`src/rtl/lcd_hd44780_pkg.sv`:
```
// Shared types and helpers for the HD44780 bus controller.
// Holds FSM/phase enums, ns-to-cycle conversion and the BF bit index.
package lcd_hd44780_pkg;

  typedef enum logic [2:0] {
    ST_IDLE,
    ST_XFER_HI,
    ST_XFER_LO,
    ST_POLL_HI,
    ST_POLL_LO,
    ST_EXEC_WAIT,
    ST_DONE
  } state_e;

  typedef enum logic [2:0] {
    PH_IDLE,
    PH_SETUP,
    PH_EN,
    PH_HOLD,
    PH_GAP
  } phase_e;

  localparam int BF_BIT = 7;

  function automatic int ns_to_cycles(input int ns, input int period);
    int c;
    c = (ns + period - 1) / period;
    return (c < 1) ? 1 : c;
  endfunction

  function automatic int max_i(input int a, input int b);
    return (a > b) ? a : b;
  endfunction

endpackage

```
`src/rtl/lcd_hd44780_access_cycle.sv`:
```
// One LCD bus access: SETUP -> EN_HIGH -> HOLD -> GAP.
// Ports: i_start/i_rs/i_rw/i_data/i_drive in; o_done, o_rdata, LCD pins out.
module lcd_hd44780_access_cycle
  import lcd_hd44780_pkg::*;
#(
  parameter int N_AS      = 3,
  parameter int N_PW      = 15,
  parameter int N_H       = 1,
  parameter int N_GAP     = 11,
  parameter bit DRIVE_LVL = 1'b1
) (
  input  logic       clk,
  input  logic       rst,
  input  logic       i_start,
  input  logic       i_rs,
  input  logic       i_rw,
  input  logic [7:0] i_data,
  input  logic       i_drive,
  input  logic [7:0] i_lcd_data,
  output logic       o_done,
  output logic [7:0] o_rdata,
  output logic       o_lcd_rs,
  output logic       o_lcd_rw,
  output logic       o_lcd_en,
  output logic [7:0] o_lcd_wdata,
  output logic       o_bidir_sel
);

  localparam int NMAX =
    max_i(max_i(N_AS, N_PW), max_i(N_H, N_GAP));
  localparam int CW = $clog2(NMAX + 1);

  phase_e        r_ph;
  logic [CW-1:0] r_cnt;
  logic          w_last;

  assign w_last = (r_cnt == '0);
  // Combinational so the next access can start on the same edge.
  assign o_done = (r_ph == PH_GAP) && w_last;

  always_ff @(posedge clk) begin
    if (rst) begin
      r_ph        <= PH_IDLE;
      r_cnt       <= '0;
      o_rdata     <= '0;
      o_lcd_rs    <= 1'b0;
      o_lcd_rw    <= 1'b0;
      o_lcd_en    <= 1'b0;
      o_lcd_wdata <= '0;
      o_bidir_sel <= ~DRIVE_LVL;
    end else if (i_start) begin
      r_ph        <= PH_SETUP;
      r_cnt       <= CW'(N_AS - 1);
      o_lcd_rs    <= i_rs;
      o_lcd_rw    <= i_rw;
      o_lcd_en    <= 1'b0;
      o_lcd_wdata <= i_data;
      o_bidir_sel <= i_drive ? DRIVE_LVL : ~DRIVE_LVL;
    end else begin
      unique case (r_ph)
        PH_SETUP: begin
          if (w_last) begin
            r_ph     <= PH_EN;
            r_cnt    <= CW'(N_PW - 1);
            o_lcd_en <= 1'b1;
          end else begin
            r_cnt <= r_cnt - 1'b1;
          end
        end
        PH_EN: begin
          if (w_last) begin
            r_ph     <= PH_HOLD;
            r_cnt    <= CW'(N_H - 1);
            o_lcd_en <= 1'b0;
            o_rdata  <= i_lcd_data;
          end else begin
            r_cnt <= r_cnt - 1'b1;
          end
        end
        PH_HOLD: begin
          if (w_last) begin
            r_ph        <= PH_GAP;
            r_cnt       <= CW'(N_GAP - 1);
            o_bidir_sel <= ~DRIVE_LVL;
          end else begin
            r_cnt <= r_cnt - 1'b1;
          end
        end
        PH_GAP: begin
          if (w_last) r_ph <= PH_IDLE;
          else        r_cnt <= r_cnt - 1'b1;
        end
        default: r_ph <= PH_IDLE;
      endcase
    end
  end

endmodule

```
`src/rtl/lcd_hd44780_bus_ctrl.sv`:
```
// HD44780 physical-layer engine: 8/4-bit transfers, BF poll or fixed wait.
// Ports: request (i_start..i_long_exec), status (o_ready/o_done/o_timeout/o_rdata), LCD pins.
module lcd_hd44780_bus_ctrl
  import lcd_hd44780_pkg::*;
#(
  parameter int G_CLK_PERIOD_NS     = 20,
  parameter int G_T_AS_NS           = 60,
  parameter int G_T_PW_NS           = 300,
  parameter int G_T_H_NS            = 20,
  parameter int G_T_CYCLE_NS        = 600,
  parameter int G_EXEC_SHORT_NS     = 40000,
  parameter int G_EXEC_LONG_NS      = 1640000,
  parameter int G_POLL_MAX          = 4096,
  parameter bit G_BIDIR_DRIVE_LEVEL = 1'b1
) (
  input  logic       clk,
  input  logic       rst,
  input  logic       i_start,
  input  logic       i_rs,
  input  logic       i_rw,
  input  logic [7:0] i_wdata,
  input  logic       i_bus_4bit,
  input  logic       i_nibble_only,
  input  logic       i_poll_busy,
  input  logic       i_long_exec,
  output logic       o_ready,
  output logic       o_done,
  output logic       o_timeout,
  output logic [7:0] o_rdata,
  output logic       o_lcd_rs,
  output logic       o_lcd_rw,
  output logic       o_lcd_en,
  output logic [7:0] o_lcd_wdata,
  input  logic [7:0] i_lcd_data,
  output logic       o_bidir_sel
);

  localparam int P      = G_CLK_PERIOD_NS;
  localparam int N_AS   = ns_to_cycles(G_T_AS_NS, P);
  localparam int N_PW   = ns_to_cycles(G_T_PW_NS, P);
  localparam int N_H    = ns_to_cycles(G_T_H_NS, P);
  localparam int N_CYC  = ns_to_cycles(G_T_CYCLE_NS, P);
  localparam int N_GAP  = max_i(1, N_CYC - N_AS - N_PW - N_H);
  localparam int N_EXS  = ns_to_cycles(G_EXEC_SHORT_NS, P);
  localparam int N_EXL  = ns_to_cycles(G_EXEC_LONG_NS, P);
  localparam int EW     = $clog2(max_i(N_EXS, N_EXL) + 1);
  localparam int PW     = $clog2(G_POLL_MAX + 1);

  state_e        r_state;
  logic          r_rs, r_rw, r_4bit, r_nib;
  logic          r_poll, r_long, r_bf;
  logic [7:0]    r_wdata;
  logic [3:0]    r_hi;
  logic [PW-1:0] r_pcnt;
  logic [EW-1:0] r_wait;

  state_e     w_nxt;
  logic       w_accept, w_go, w_rs, w_rw, w_drv;
  logic [7:0] w_dat;
  logic       w_fin, w_eval, w_bf, w_hit, w_tmo;
  logic       w_acc_done;
  logic [7:0] w_acc_rdata;

  assign o_ready  = (r_state == ST_IDLE) && !rst;
  assign w_accept = i_start && o_ready;

  always_comb begin
    w_nxt  = r_state;
    w_go   = 1'b0;
    // Defaults describe a busy-flag read: RS=0, RW=1, bus released.
    w_rs   = 1'b0;
    w_rw   = 1'b1;
    w_dat  = '0;
    w_drv  = 1'b0;
    w_fin  = 1'b0;
    w_eval = 1'b0;
    w_bf   = r_bf;
    w_hit  = 1'b0;
    w_tmo  = 1'b0;
    unique case (r_state)
      ST_IDLE: if (w_accept) begin
        w_nxt = ST_XFER_HI;
        w_go  = 1'b1;
        w_rs  = i_rs;
        w_rw  = i_rw;
        w_dat = i_bus_4bit ? {i_wdata[7:4], 4'h0} : i_wdata;
        w_drv = ~i_rw;
      end
      ST_XFER_HI: if (w_acc_done) begin
        if (r_4bit && !r_nib) begin
          w_nxt = ST_XFER_LO;
          w_go  = 1'b1;
          w_rs  = r_rs;
          w_rw  = r_rw;
          w_dat = {r_wdata[3:0], 4'h0};
          w_drv = ~r_rw;
        end else begin
          w_fin = 1'b1;
        end
      end
      ST_XFER_LO: if (w_acc_done) w_fin = 1'b1;
      ST_POLL_HI: if (w_acc_done) begin
        if (r_4bit) begin
          w_nxt = ST_POLL_LO;
          w_go  = 1'b1;
        end else begin
          w_eval = 1'b1;
          w_bf   = w_acc_rdata[BF_BIT];
        end
      end
      ST_POLL_LO: if (w_acc_done) w_eval = 1'b1;
      ST_EXEC_WAIT: if (r_wait == '0) w_nxt = ST_DONE;
      ST_DONE: w_nxt = ST_IDLE;
      default: w_nxt = ST_IDLE;
    endcase
    if (w_fin) begin
      if (r_poll) begin
        w_nxt = ST_POLL_HI;
        w_go  = 1'b1;
      end else begin
        w_nxt = ST_EXEC_WAIT;
      end
    end
    if (w_eval) begin
      if (!w_bf) begin
        w_nxt = ST_DONE;
      end else if (r_pcnt == PW'(G_POLL_MAX - 1)) begin
        w_nxt = ST_DONE;
        w_tmo = 1'b1;
      end else begin
        w_nxt = ST_POLL_HI;
        w_go  = 1'b1;
        w_hit = 1'b1;
      end
    end
  end

  always_ff @(posedge clk) begin
    if (rst) begin
      r_state   <= ST_IDLE;
      o_done    <= 1'b0;
      o_timeout <= 1'b0;
      o_rdata   <= '0;
      r_rs      <= 1'b0;
      r_rw      <= 1'b0;
      r_wdata   <= '0;
      r_4bit    <= 1'b0;
      r_nib     <= 1'b0;
      r_poll    <= 1'b0;
      r_long    <= 1'b0;
      r_hi      <= '0;
      r_bf      <= 1'b0;
      r_pcnt    <= '0;
      r_wait    <= '0;
    end else begin
      r_state   <= w_nxt;
      o_done    <= (w_nxt == ST_DONE);
      o_timeout <= w_tmo;
      if (w_accept) begin
        r_rs    <= i_rs;
        r_rw    <= i_rw;
        r_wdata <= i_wdata;
        r_4bit  <= i_bus_4bit;
        r_nib   <= i_nibble_only;
        r_poll  <= i_poll_busy;
        r_long  <= i_long_exec;
        r_pcnt  <= '0;
      end
      // Only transfer reads land in o_rdata; busy reads never do.
      if (w_acc_done && r_rw) begin
        if (r_state == ST_XFER_HI) begin
          r_hi <= w_acc_rdata[7:4];
          if (!r_4bit)
            o_rdata <= w_acc_rdata;
          else if (r_nib)
            o_rdata <= {w_acc_rdata[7:4], 4'h0};
        end
        if (r_state == ST_XFER_LO)
          o_rdata <= {r_hi, w_acc_rdata[7:4]};
      end
      if (w_acc_done && r_state == ST_POLL_HI)
        r_bf <= w_acc_rdata[BF_BIT];
      if (w_hit) r_pcnt <= r_pcnt + 1'b1;
      if (w_nxt == ST_EXEC_WAIT && r_state != ST_EXEC_WAIT)
        r_wait <= r_long ? EW'(N_EXL - 1) : EW'(N_EXS - 1);
      else if (r_wait != '0)
        r_wait <= r_wait - 1'b1;
    end
  end

  lcd_hd44780_access_cycle #(
    .N_AS      (N_AS),
    .N_PW      (N_PW),
    .N_H       (N_H),
    .N_GAP     (N_GAP),
    .DRIVE_LVL (G_BIDIR_DRIVE_LEVEL)
  ) u_acc (
    .clk         (clk),
    .rst         (rst),
    .i_start     (w_go),
    .i_rs        (w_rs),
    .i_rw        (w_rw),
    .i_data      (w_dat),
    .i_drive     (w_drv),
    .i_lcd_data  (i_lcd_data),
    .o_done      (w_acc_done),
    .o_rdata     (w_acc_rdata),
    .o_lcd_rs    (o_lcd_rs),
    .o_lcd_rw    (o_lcd_rw),
    .o_lcd_en    (o_lcd_en),
    .o_lcd_wdata (o_lcd_wdata),
    .o_bidir_sel (o_bidir_sel)
  );

endmodule
```
`config.mk`:
```
export PLATFORM = sky130hd
export DESIGN_NAME = lcd_hd44780_bus_ctrl
export DESIGN_NICKNAME = d
export VERILOG_FILES = /design/src/rtl/lcd_hd44780_pkg.sv /design/src/rtl/lcd_hd44780_access_cycle.sv /design/src/rtl/lcd_hd44780_bus_ctrl.sv
export SDC_FILE = /design/constraint.sdc
export NUM_CORES = 1
export LEC_CHECK = 0
export ABC_AREA = 1
export BUFFER_PORTS_ARGS = -buffer_cell sky130_fd_sc_hd__buf_4
export CAP_MARGIN = 20
export CORE_MARGIN = 2
export CORE_UTILIZATION = 50
export CTS_CLUSTER_DIAMETER = 120
export DETAILED_ROUTE_END_ITERATION = 6
export PLACE_DENSITY = 0.7
export SYNTH_ARGS = -nofsm -noshare
export SYNTH_HDL_FRONTEND = slang
export SYNTH_SLANG_ARGS = --single-unit
```
`constraint.sdc`:
```
create_clock -name clk -period 2.38 [get_ports clk]
set_input_delay 0.119 -clock clk [delete_from_list [all_inputs] [get_ports clk]]
set_output_delay 0.119 -clock clk [all_outputs]
set_load 0.05 [all_outputs]
```
# [After elaboration in Yosys (flattened, before gate mapping)]
# Cells that the tools add are included.
[word_totals] elab_cells=171 latchBits=0 n_memories=0 mem_bits_ro=0 ff_bits=85 output_inout_bits=23 ram_bits=0
[classes] n_mux=81 n_addsub=3 multipliers=0 reduce_logical=33 div=0 n_eq_ne=24 n_lt_le_gt_ge=0 shifts=0 n_bitwise=5
[ops] cell="8-bit two-way mux" n=7
[ops] cell="17-bit two-way mux" n=3
[ops] cell="3-bit two-way mux" n=15
[ops] cell="1-bit two-way mux" n=37
[ops] cell="13-bit two-way mux" n=2
[ops] cell="4-bit two-way mux" n=5
[ops] cell="17-bit zero test" n=1
[ops] cell="17-bit nonzero test" n=1
[ops] cell="17-bit by 1-bit subtractor with 17-bit output (second input constant)" n=1
[ops] cell="4-bit one-hot mux with 4 select lines" n=1
[ops] cell="8-bit one-hot mux with 2 select lines" n=1
[ops] cell="3-bit equality test (second input constant)" n=5
[ops] cell="3-bit by 1-bit != test with 1-bit output (second input constant)" n=5
[ops] cell="3-bit one-hot mux with 5 select lines" n=1
[ops] cell="13-bit by 1-bit adder with 13-bit output (second input constant)" n=1
[ops] cell="13-bit by 12-bit equality test with 1-bit output (second input constant)" n=1
[ops] cell="3-bit by 2-bit equality test with 1-bit output (second input constant)" n=4
[ops] cell="1-bit one-hot mux with 2 select lines" n=6
[ops] cell="3-bit one-hot mux with 4 select lines" n=1
[ops] cell="2-bit nonzero test" n=6
[ops] cell="3-bit AND reduction" n=3
[ops] cell="2-bit by 1-bit != test with 1-bit output (second input constant)" n=4
[ops] cell="2-bit AND reduction" n=4
[ops] cell="4-bit AND reduction" n=2
[ops] cell="other kinds (16)" n=29

# [Longest topological paths before layout]
# Gate-level depths: netlist of run 1.
[logic_depth] ltp_word=12 mapped_depth=13

# [Cells and area by module]
# A second synthesis of run 1 with hierarchy kept.
[unflattened] cells_unflattened=647 area_unflattened_um2=4316.6
[modules_own_cells] mod="lcd_hd44780_bus_ctrl" area_each_um2=3143.0 n_inst=1 cells_per_inst=484
[modules_own_cells] mod="lcd_hd44780_access_cycle" area_each_um2=1173.6 n_inst=1 cells_per_inst=163

# [Least setup slack after synthesis of run 1]
# OpenSTA, ideal clock, no wires.
[synth_path] path_kind="flip-flop to flip-flop" start="register r_state[1]" end="register u_acc.o_bidir_sel" path_buffers=0 period_less_slack_ps=2196 path_stages_with_launch=11 path_slack_ps=184 t_arrival_ps=2131 path_cell_list="dfxtp_1 inv_1 nand3_1 nor2_1 nand2_1 or2_2 o21ai_0 inv_1 nand2_1 nand2_1 nor2_1"
[synth_via] elab_chain_len=12
[synth_lines] element="start: declaration" line_no="lcd_hd44780_bus_ctrl.sv:49" rtl="state_e r_state;"
[synth_lines] element="start signal: assignment" line_no="lcd_hd44780_bus_ctrl.sv:156" rtl="r_state <= w_nxt;"
[synth_lines] element="3-bit zero test *" line_no="lcd_hd44780_bus_ctrl.sv:64" rtl="assign o_ready = (r_state == ST_IDLE) && !rst;"
[synth_lines] element="1-bit logical AND *" line_no="lcd_hd44780_bus_ctrl.sv:64"
[synth_lines] element="via o_ready" line_no="lcd_hd44780_bus_ctrl.sv:26" rtl="output logic o_ready,"
[synth_lines] element="1-bit logical AND *" line_no="lcd_hd44780_bus_ctrl.sv:65" rtl="assign w_accept = i_start && o_ready;"
[synth_lines] element="1-bit two-way mux" line_no="lcd_hd44780_bus_ctrl.sv:81" rtl="ST_IDLE: if (w_accept) begin"
[synth_lines] element="1-bit one-hot mux with 3 select lines" line_no="lcd_hd44780_bus_ctrl.sv:80" rtl="unique case (r_state)"
[synth_lines] element="1-bit two-way mux" line_no="lcd_hd44780_bus_ctrl.sv:117" rtl="if (r_poll) begin"
[synth_lines] element="1-bit two-way mux" line_no="lcd_hd44780_bus_ctrl.sv:116" rtl="if (w_fin) begin"
[synth_lines] element="1-bit two-way mux" line_no="lcd_hd44780_bus_ctrl.sv:127" rtl="end else if (r_pcnt == PW'(G_POLL_MAX - 1)) begin"
[synth_lines] element="1-bit two-way mux" line_no="lcd_hd44780_bus_ctrl.sv:125" rtl="if (!w_bf) begin"
[synth_lines] element="1-bit two-way mux" line_no="lcd_hd44780_bus_ctrl.sv:124" rtl="if (w_eval) begin"
[synth_lines] element="2-bit nonzero test (no source line)"
[synth_lines] element="2-bit AND reduction (no source line)"
[synth_lines] element="end signal: assignment" line_no="lcd_hd44780_access_cycle.sv:50" rtl="o_bidir_sel <= ~DRIVE_LVL;"
[synth_lines] element="end signal: assignment" line_no="lcd_hd44780_access_cycle.sv:58" rtl="o_bidir_sel <= i_drive ? DRIVE_LVL : ~DRIVE_LVL;"
[synth_lines] element="end signal: assignment" line_no="lcd_hd44780_access_cycle.sv:84" rtl="o_bidir_sel <= ~DRIVE_LVL;"
[synth_lines] element="end: declaration" line_no="lcd_hd44780_access_cycle.sv:26" rtl="output logic o_bidir_sel"
# Mark *: on every way through the listed nets, which the timed path passes. The rest lies on a longest branch.
# A chain may end at the register's enable or synchronous reset.

# [Worst setup path in the final report of run 1]
[layout_path] start="register u_acc.r_cnt[0]" end="register r_wait[9]"
[layout_via] elab_chain_len=9
[layout_lines] element="start: declaration" line_no="lcd_hd44780_access_cycle.sv:34" rtl="logic [CW-1:0] r_cnt;"
[layout_lines] element="start signal: assignment" line_no="lcd_hd44780_access_cycle.sv:53" rtl="r_cnt <= CW'(N_AS - 1);"
[layout_lines] element="start signal: assignment" line_no="lcd_hd44780_access_cycle.sv:64" rtl="r_cnt <= CW'(N_PW - 1);"
[layout_lines] element="start signal: assignment" line_no="lcd_hd44780_access_cycle.sv:67" rtl="r_cnt <= r_cnt - 1'b1;"
[layout_lines] element="4-bit zero test *" line_no="lcd_hd44780_access_cycle.sv:37" rtl="assign w_last = (r_cnt == '0);"
[layout_lines] element="1-bit logical AND *" line_no="lcd_hd44780_access_cycle.sv:39" rtl="assign o_done = (r_ph == PH_GAP) && w_last;"
[layout_lines] element="3-bit two-way mux (tied with other cells)" line_no="lcd_hd44780_bus_ctrl.sv:102" rtl="ST_POLL_HI: if (w_acc_done) begin"
[layout_lines] element="3-bit one-hot mux with 5 select lines (tied with other cells)" line_no="lcd_hd44780_bus_ctrl.sv:80"
[layout_lines] element="3-bit two-way mux, on equally long branches" line_no="lcd_hd44780_bus_ctrl.sv:116, lcd_hd44780_bus_ctrl.sv:125"
[layout_lines] element="3-bit two-way mux *" line_no="lcd_hd44780_bus_ctrl.sv:124"
[layout_lines] element="3-bit equality test *" line_no="lcd_hd44780_bus_ctrl.sv:184" rtl="if (w_nxt == ST_EXEC_WAIT && r_state != ST_EXEC_WAIT)"
[layout_lines] element="1-bit logical AND *" line_no="lcd_hd44780_bus_ctrl.sv:184"
[layout_lines] element="17-bit two-way mux or 2-bit nonzero test (tied branches)"
[layout_lines] element="end signal: assignment" line_no="lcd_hd44780_bus_ctrl.sv:185" rtl="r_wait <= r_long ? EW'(N_EXL - 1) : EW'(N_EXS - 1);"
[layout_lines] element="end signal: assignment" line_no="lcd_hd44780_bus_ctrl.sv:187" rtl="r_wait <= r_wait - 1'b1;"
[layout_lines] element="end: declaration" line_no="lcd_hd44780_bus_ctrl.sv:55" rtl="logic [EW-1:0] r_wait;"
# Every way passes the cells marked *; elsewhere a longest branch is shown, timed or not.

==> impl_results.md, run 1 <==
* Status: finished, final reports clean
* Crit path cell chain: inv_1, ha_1, nand3_2, nor2_4, buf_4, nand2_1, nor2_2, inv_1, nand2_2, nand2_1, a211oi_1
* Number of DRC markers in iteration 0 at 251
* TritonCTS Buffers at 9
* Largest net degree at the start of global routing at 33
* Reg2reg start: u_acc.r_cnt[0]$_SDFFE_PP0P_
* Hold Fails Final Rpt at 0
* CP Data Arrival Time at 2.42 ns
* Commonest cells in the netlist: 124 x nand2_1, 99 x inv_1, 85 x dfxtp_1
* Synthesized area per cell at 7.01 µm²
* WP data required at 2.64 ns
* H-tree depth at 3
* Slowest cell on crit path: dfxtp_1
* Final nets at 705
* R2r endpoint: r_wait[9]$_SDFFE_PP0P_
* DR DRC count at 0
* RSZ-0062 raised after global routing: no
* Synth Warn # at 0
* Wire per inst at 12.5 µm
* Setup crit start kind: flop
* Total power at 4130 µW
* ANT cells at 0
* Share of cells above drive strength 1 at 16.2%
* Async SR Flop Fraction at 0%
* CTS Buffer Depth at 2
* Fin cells at 788
* Worst Path Max Fanout at 11
* Netlist Area Pre-Place at 4390 µm²
* Final setup viols at 0
* Vias at 4065
* Post-synth top area cell: dfxtp_1
* Syn Nets at 655
* P_leak at 0.00216 µW
* Chip height at 97.7 µm
* Synth unique cells at 40
* Inst Count DP at 773
* Post-route ant nets at 0
* Worst Hold Depth at 2
* Count leader, synth: nand2_1
* PwrDens at 816 nW/µm²
* CP Class: flop to flop
* Clk sinks at 85
* R2r worst-path depth at 11
* CTS tree: yes
* Fmax achieved at 0.462 GHz
* P&R area growth vs syn at 15.4%
* FP Rows at 34
* Placed Area at 4840 µm²
* Top cell type's share of synthesized area at 38.8%
* Core area at 8590 µm²
* Post-layout min period at 2.16 ns
* Die area at 9540 µm²
* I/O Buffers at 47
* Antenna violations before repair at 0
* Worst vdd rail ir drop at 0.000432 V
* Rel. slew slack at 62.9%
* Hold worst-path end: u_acc.o_lcd_wdata[0]$_SDFFE_PP0P_
* Io pins at 48
* HP Start: i_bus_4bit
* Grt total ovfl at 0
* RD Place Congestion at 0.924
* Primary FF master, synth: dfxtp_1
* Post-CTS Hold Buffers at 0
* Synth Register Bits at 85
* Final instance area at 5060 µm²
* Vias in the first global route at 3812
* Starting density of the core at 51.0%
* Hold WC Path Type: input pin to flop
* Post-synthesis sequential area ratio at 38.8%
* Clock transition at path regs at 0.09 ns
* Synth Instances at 626
* Setup TNS at 0 ns
* EDFF count, synth at 0
* Crit share post-route at 90.9%
* Worst-margin pin slew at 0.555 ns
* Clk_lat worst skew at 0.35 ns
* Critical Path End Type: flop
* DPL Wire Length at 7.13 mm
* Clock root cell: clkbuf_8
* Slew Viols, Final at 0
* Top cells by area, synth: dfxtp_1 39%, nand2_1 11%, inv_1 8.5%, nor2_1 5.5%, a21oi_1 5.4%
* Die Span X at 97.7 µm
* Total GRT Usage at 21.4%
* Worst clock skew at 0.00843 ns
* Setup slack, reg-to-reg at 0.22 ns
* Routed WL at 9.84 mm
* First-pass iteration count of the detailed router at 5
* Vias per inst at 5.16
* First-pass GRT wire length at 17.0 mm
* Crit path largest cell delay at 0.33 ns
* Max-cap violations at 0
==> where the power goes <==
part | internal [µW] | leakage (µW) | switching, µW
combinational | 497 | 0.00137 | 816
sequential | 1590 | 0.000691 | 131
clock | 585 | 0.000101 | 514
==> flip-flops by register name, summed over array words and instances, names as in the netlist, 4 cells and up <==
| name | count |
|---|---|
| r_wait | 17 |
| r_pcnt | 13 |
| o_rdata | 8 |
| u_acc.o_lcd_wdata | 8 |
| u_acc.o_rdata | 8 |
| r_hi | 4 |
| r_wdata | 4 |
| u_acc.r_cnt | 4 |
==> how the worst max path moves through the flow <==
stage | start | end | slack [ns] | cells after the start
final | u_acc.r_cnt[0]$_SDFFE_PP0P_ | r_wait[9]$_SDFFE_PP0P_ | 0.22 | 11
after global placement | u_acc.r_cnt[0]$_SDFFE_PP0P_ | r_wait[8]$_SDFFE_PP0P_ | 0.27 | 11
after global routing | u_acc.r_cnt[1]$_SDFFE_PP0P_ | r_wait[9]$_SDFFE_PP0P_ | 0.02 | 11
after detailed placement | u_acc.r_cnt[0]$_SDFFE_PP0P_ | r_wait[9]$_SDFFE_PP0P_ | 0.11 | 11
after floorplan | r_state[1]$_SDFF_PP0_ | u_acc.o_bidir_sel$_SDFFE_PP0P_ | 0.18 | 10
after CTS | u_acc.r_cnt[0]$_SDFFE_PP0P_ | r_wait[9]$_SDFFE_PP0P_ | 0.09 | 11
==> worst max-delay path: cells and delay by family (launching register included) <==
kind / cells / cell delay (ns)
adder cells (fa/ha/maj): 1 / 0.20
flip-flops: 1 / 0.33
AND/OR/NAND/NOR: 6 / 0.90
buffers and inverters: 3 / 0.46
AO/OA/AOI/OAI: 1 / 0.18
==> what timing repair did <==
item,CTS,global route
hold endpoints to repair,0,0
setup endpoints to repair,0,22
resized for setup,0,3
setup buffers,0,0
==> routing by layer <==
metal  vias to the layer above  share of wire, %  global-route usage (%)
met4                         0               1.4                    8.33
met2                       112                45                    34.7
met1                      1819                48                    28.5
met5                         -                 0                       0
met3                        16               5.6                    3.53
li1                       2118                 -                       -
==> stage by stage <==
| step | worst slack [ns] | hold WS (ns) | utilization, % |
|---|---|---|---|
| floorplan | 0.184 | 0.232 | - |
| global placement | 0.274 | 0.371 | 56.3 |
| detailed placement | 0.112 | 0.380 | 56.3 |
| CTS | 0.0909 | 0.00229 | 58.8 |
| global route | 0.0165 | 0.0114 | 58.9 |
| finish | 0.216 | 0.0168 | 58.9 |
==> kinds of logic (layout without fill, tap and decap cells) <==
logic type      count (synthesis)  after routing  share of synthesized area [%]
mux                             4              4                           1.03
simple gates                  288            288                           30.6
compound gates                109            109                           14.3
xor+xnor                       13             13                           2.60
buf+inv                       123            177                           11.5
flops                          85             85                           38.8
fa+ha+maj                       4              4                           1.14
==> layout make-up <==
cell class	instances	area, µm²
fill	816	3530
multi-input combinational	418	2190
inverter	105	394
sequential	85	1700
clock buffer	9	124
tap	108	135
clock inverter	6	88.8
timing repair buffer	57	428
==> cell usage in the layout, fill, tap and decap left out, drive strengths merged <==
master / n
o21bai: 1
a211oi: 9
o21ai: 40
and3: 1
mux2: 4
clkinv: 3
a21oi: 50
clkbuf: 9
nor2: 70
nand3: 47
dfxtp: 85
buf: 57
clkinvlp: 2
nand3b: 1
nor3: 18
bufinv: 2
nand4: 20
ha: 4
nand2: 127
xor2: 8
xnor2: 5
or2: 3
nor3b: 1
inv: 104
a22o: 4
o22ai: 5
Power figures use the tool's default switching activity.
==> run 2, diff against run 1 <==
==> constraint.sdc (replaced) <==
create_clock -name clk -period 2.1 [get_ports clk]
set_input_delay 0.105 -clock clk [delete_from_list [all_inputs] [get_ports clk]]
set_output_delay 0.105 -clock clk [all_outputs]
set_load 0.05 [all_outputs]
==> run 2 against run 1 <==
  * Sequential share of layout area decreased by 1.0 points
  * Fmax grew 11%
  * Power is 17% higher
  * Largest cell class unchanged
  * Via count rose by 3.1%
  * Clock power up 25%
  * Core utilization rose by 1.9 points
  * Largest power group unchanged
  * Non-clock buffer count rose by 14
  * Critical path depth fell by 1
  * Critical endpoint is now u_acc.o_lcd_wdata[7]$_SDFFE_PP0P_
==> impl_results.md, run 2 (synthesized netlist as in run 1, its figures left out) <==
* Hold WC Path Type: input pin to flop
* Crit path largest cell delay at 0.35 ns
* CP Data Arrival Time at 2.23 ns
* PwrDens at 927 nW/µm²
* Fill cells at 830
* Starting density of the core at 51.0%
* I/O Buffers at 47
* Most frequent cells in the layout: 122 x nand2_1, 99 x inv_1, 85 x dfxtp_1, 68 x buf_4, 60 x nor2_1
* Commonest non-fill, non-tap cell in the layout: nand2_1
* Core area at 8590 µm²
* Crit path cell chain: inv_1, ha_1, nand3_2, nor2_4, buf_4, nand3_1, nand3_2, nor2_4, nand3_4, o21ai_0
* TritonCTS Buffers at 9
* P&R area growth vs syn at 19.1%
* Total GRT Usage at 22.2%
* Setup crit start kind: flop
* Slew Viols, Final at 0
* Post-route ant nets at 0
* Setup slack, reg-to-reg at 0.14 ns
* Worst clock skew at 0.0123 ns
* Kind of cell adding the most delay to the critical path: simple AND/OR/NAND/NOR gates
* Crit share post-route at 93.1%
* Fmax achieved at 0.511 GHz
* RD Place Congestion at 0.887
* Max-cap violations at 0
* Slowest cell on crit path: dfxtp_1
* DPL Wire Length at 7.54 mm
* FP Rows at 34
* Die area at 9540 µm²
* Max reg flops at 17
* Largest net degree at the start of global routing at 32
* Io pins at 48
* Grt total ovfl at 0
* Vias in the first global route at 3962
* Clk sinks at 85
* Post-layout min period at 1.96 ns
* P_leak at 0.00225 µW
* Chip height at 97.7 µm
* Clk_lat worst skew at 0.35 ns
* Clock root cell: clkbuf_8
* Multi-input gate area at 2220 µm²
* Critical Path End Type: flop
* Clock transition at path regs at 0.08 ns
* WP data required at 2.37 ns
* Vias per inst at 5.22
* CP Buf/Inv Count at 2
* Die Span X at 97.7 µm
* Inst Count DP at 784
* Share of cells above drive strength 1 at 18.4%
* Worst Path Max Fanout at 15
* Top flop regs: r_wait x17, r_pcnt x13
* Rel. slew slack at 70.2%
* Final setup viols at 0
* Vias at 4189
* Status: finished, final reports clean
* Worst-margin pin slew at 0.446 ns
* Routed WL at 10.4 mm
* ANT cells at 0
* CTS Buffer Depth at 2
* Setup TNS at 0 ns
* Top reg by flops: r_wait
* Final Util at 60.8%
* First-pass GRT wire length at 17.6 mm
* Number of DRC markers in iteration 0 at 177
* Hold Fails Final Rpt at 0
* H-tree depth at 3
* Worst vdd rail ir drop at 0.000603 V
* DR DRC count at 0
* Wire per inst at 12.9 µm
* Final nets at 719
* Antenna violations before repair at 0
* CTS tree: yes
* Fin cells at 803
* First-pass iteration count of the detailed router at 6
* Register area at 1700 µm²
* CP Class: flop to flop
-- run 2: layer usage --
layer  wire, µm  track usage, %  up-vias
li1           -               -     2146
met1       4810            29.6     1917
met2       4880            36.5      119
met3        583            3.60        7
met4         87            7.48        0
met5          0               0        -
-- run 2: what timing repair did --
action	CTS	global route
hold buffers	1	0
setup buffers	0	1
endpoints found under the hold margin	3	0
setup endpoints to repair	0	39
resized for setup	0	11
-- run 2: worst paths after layout --
path                                                  start                                end  depth (start not counted)
worst max register to register  u_acc.r_cnt[0]$_SDFFE_PP0P_  u_acc.o_lcd_wdata[7]$_SDFFE_PP0P_                         10
worst max-delay path            u_acc.r_cnt[0]$_SDFFE_PP0P_  u_acc.o_lcd_wdata[7]$_SDFFE_PP0P_                         10
worst min-delay path                          i_nibble_only                 r_nib$_SDFFE_PP0N_                          3
worst min register to register      o_rdata[0]$_SDFFE_PP0P_            o_rdata[0]$_SDFFE_PP0P_                          2
-- run 2: through the flow --
step | total power, µW | hold WS, ns | cell area (µm²) | worst slack [ns]
4_1_cts | 4850 | 0.00883 | 5170 | 0.0685
6_report | 4840 | 0.0199 | 5220 | 0.144
3_5_place_dp | 3450 | 0.370 | 4920 | 0.0860
2_1_floorplan | 3100 | 0.218 | 4390 | 0.199
5_1_grt | 5170 | 0.0356 | 5220 | -0.0153
3_3_place_gp | 3400 | 0.367 | 4920 | 0.136
-- run 2: area by class of cell --
type / instances / share of cell area (%)
repair buffers: 71 / 10.3
inverters: 105 / 7.55
flip-flops and latches: 85 / 32.6
clock buffers: 10 / 2.44
clock inverters: 6 / 2.13
multi-input cells: 418 / 42.4
well taps: 108 / 2.59
-- run 2: worst reg2reg max path: cells and delay by family (launching register included) --
kind / cells / cell delay (ns)
adder cells (fa/ha/maj): 1 / 0.23
buffers and inverters: 2 / 0.22
AO/OA/AOI/OAI: 1 / 0.24
AND/OR/NAND/NOR: 6 / 0.82
flip-flops: 1 / 0.35
-- run 2: power breakdown --
| part | switching, µW | total [µW] | internal [µW] | leakage [µW] |
|---|---|---|---|---|
| logic | 942 | 1520 | 580 | 0.00144 |
| registers | 143 | 1940 | 1800 | 0.000691 |
| clock network | 587 | 1380 | 791 | 0.000116 |
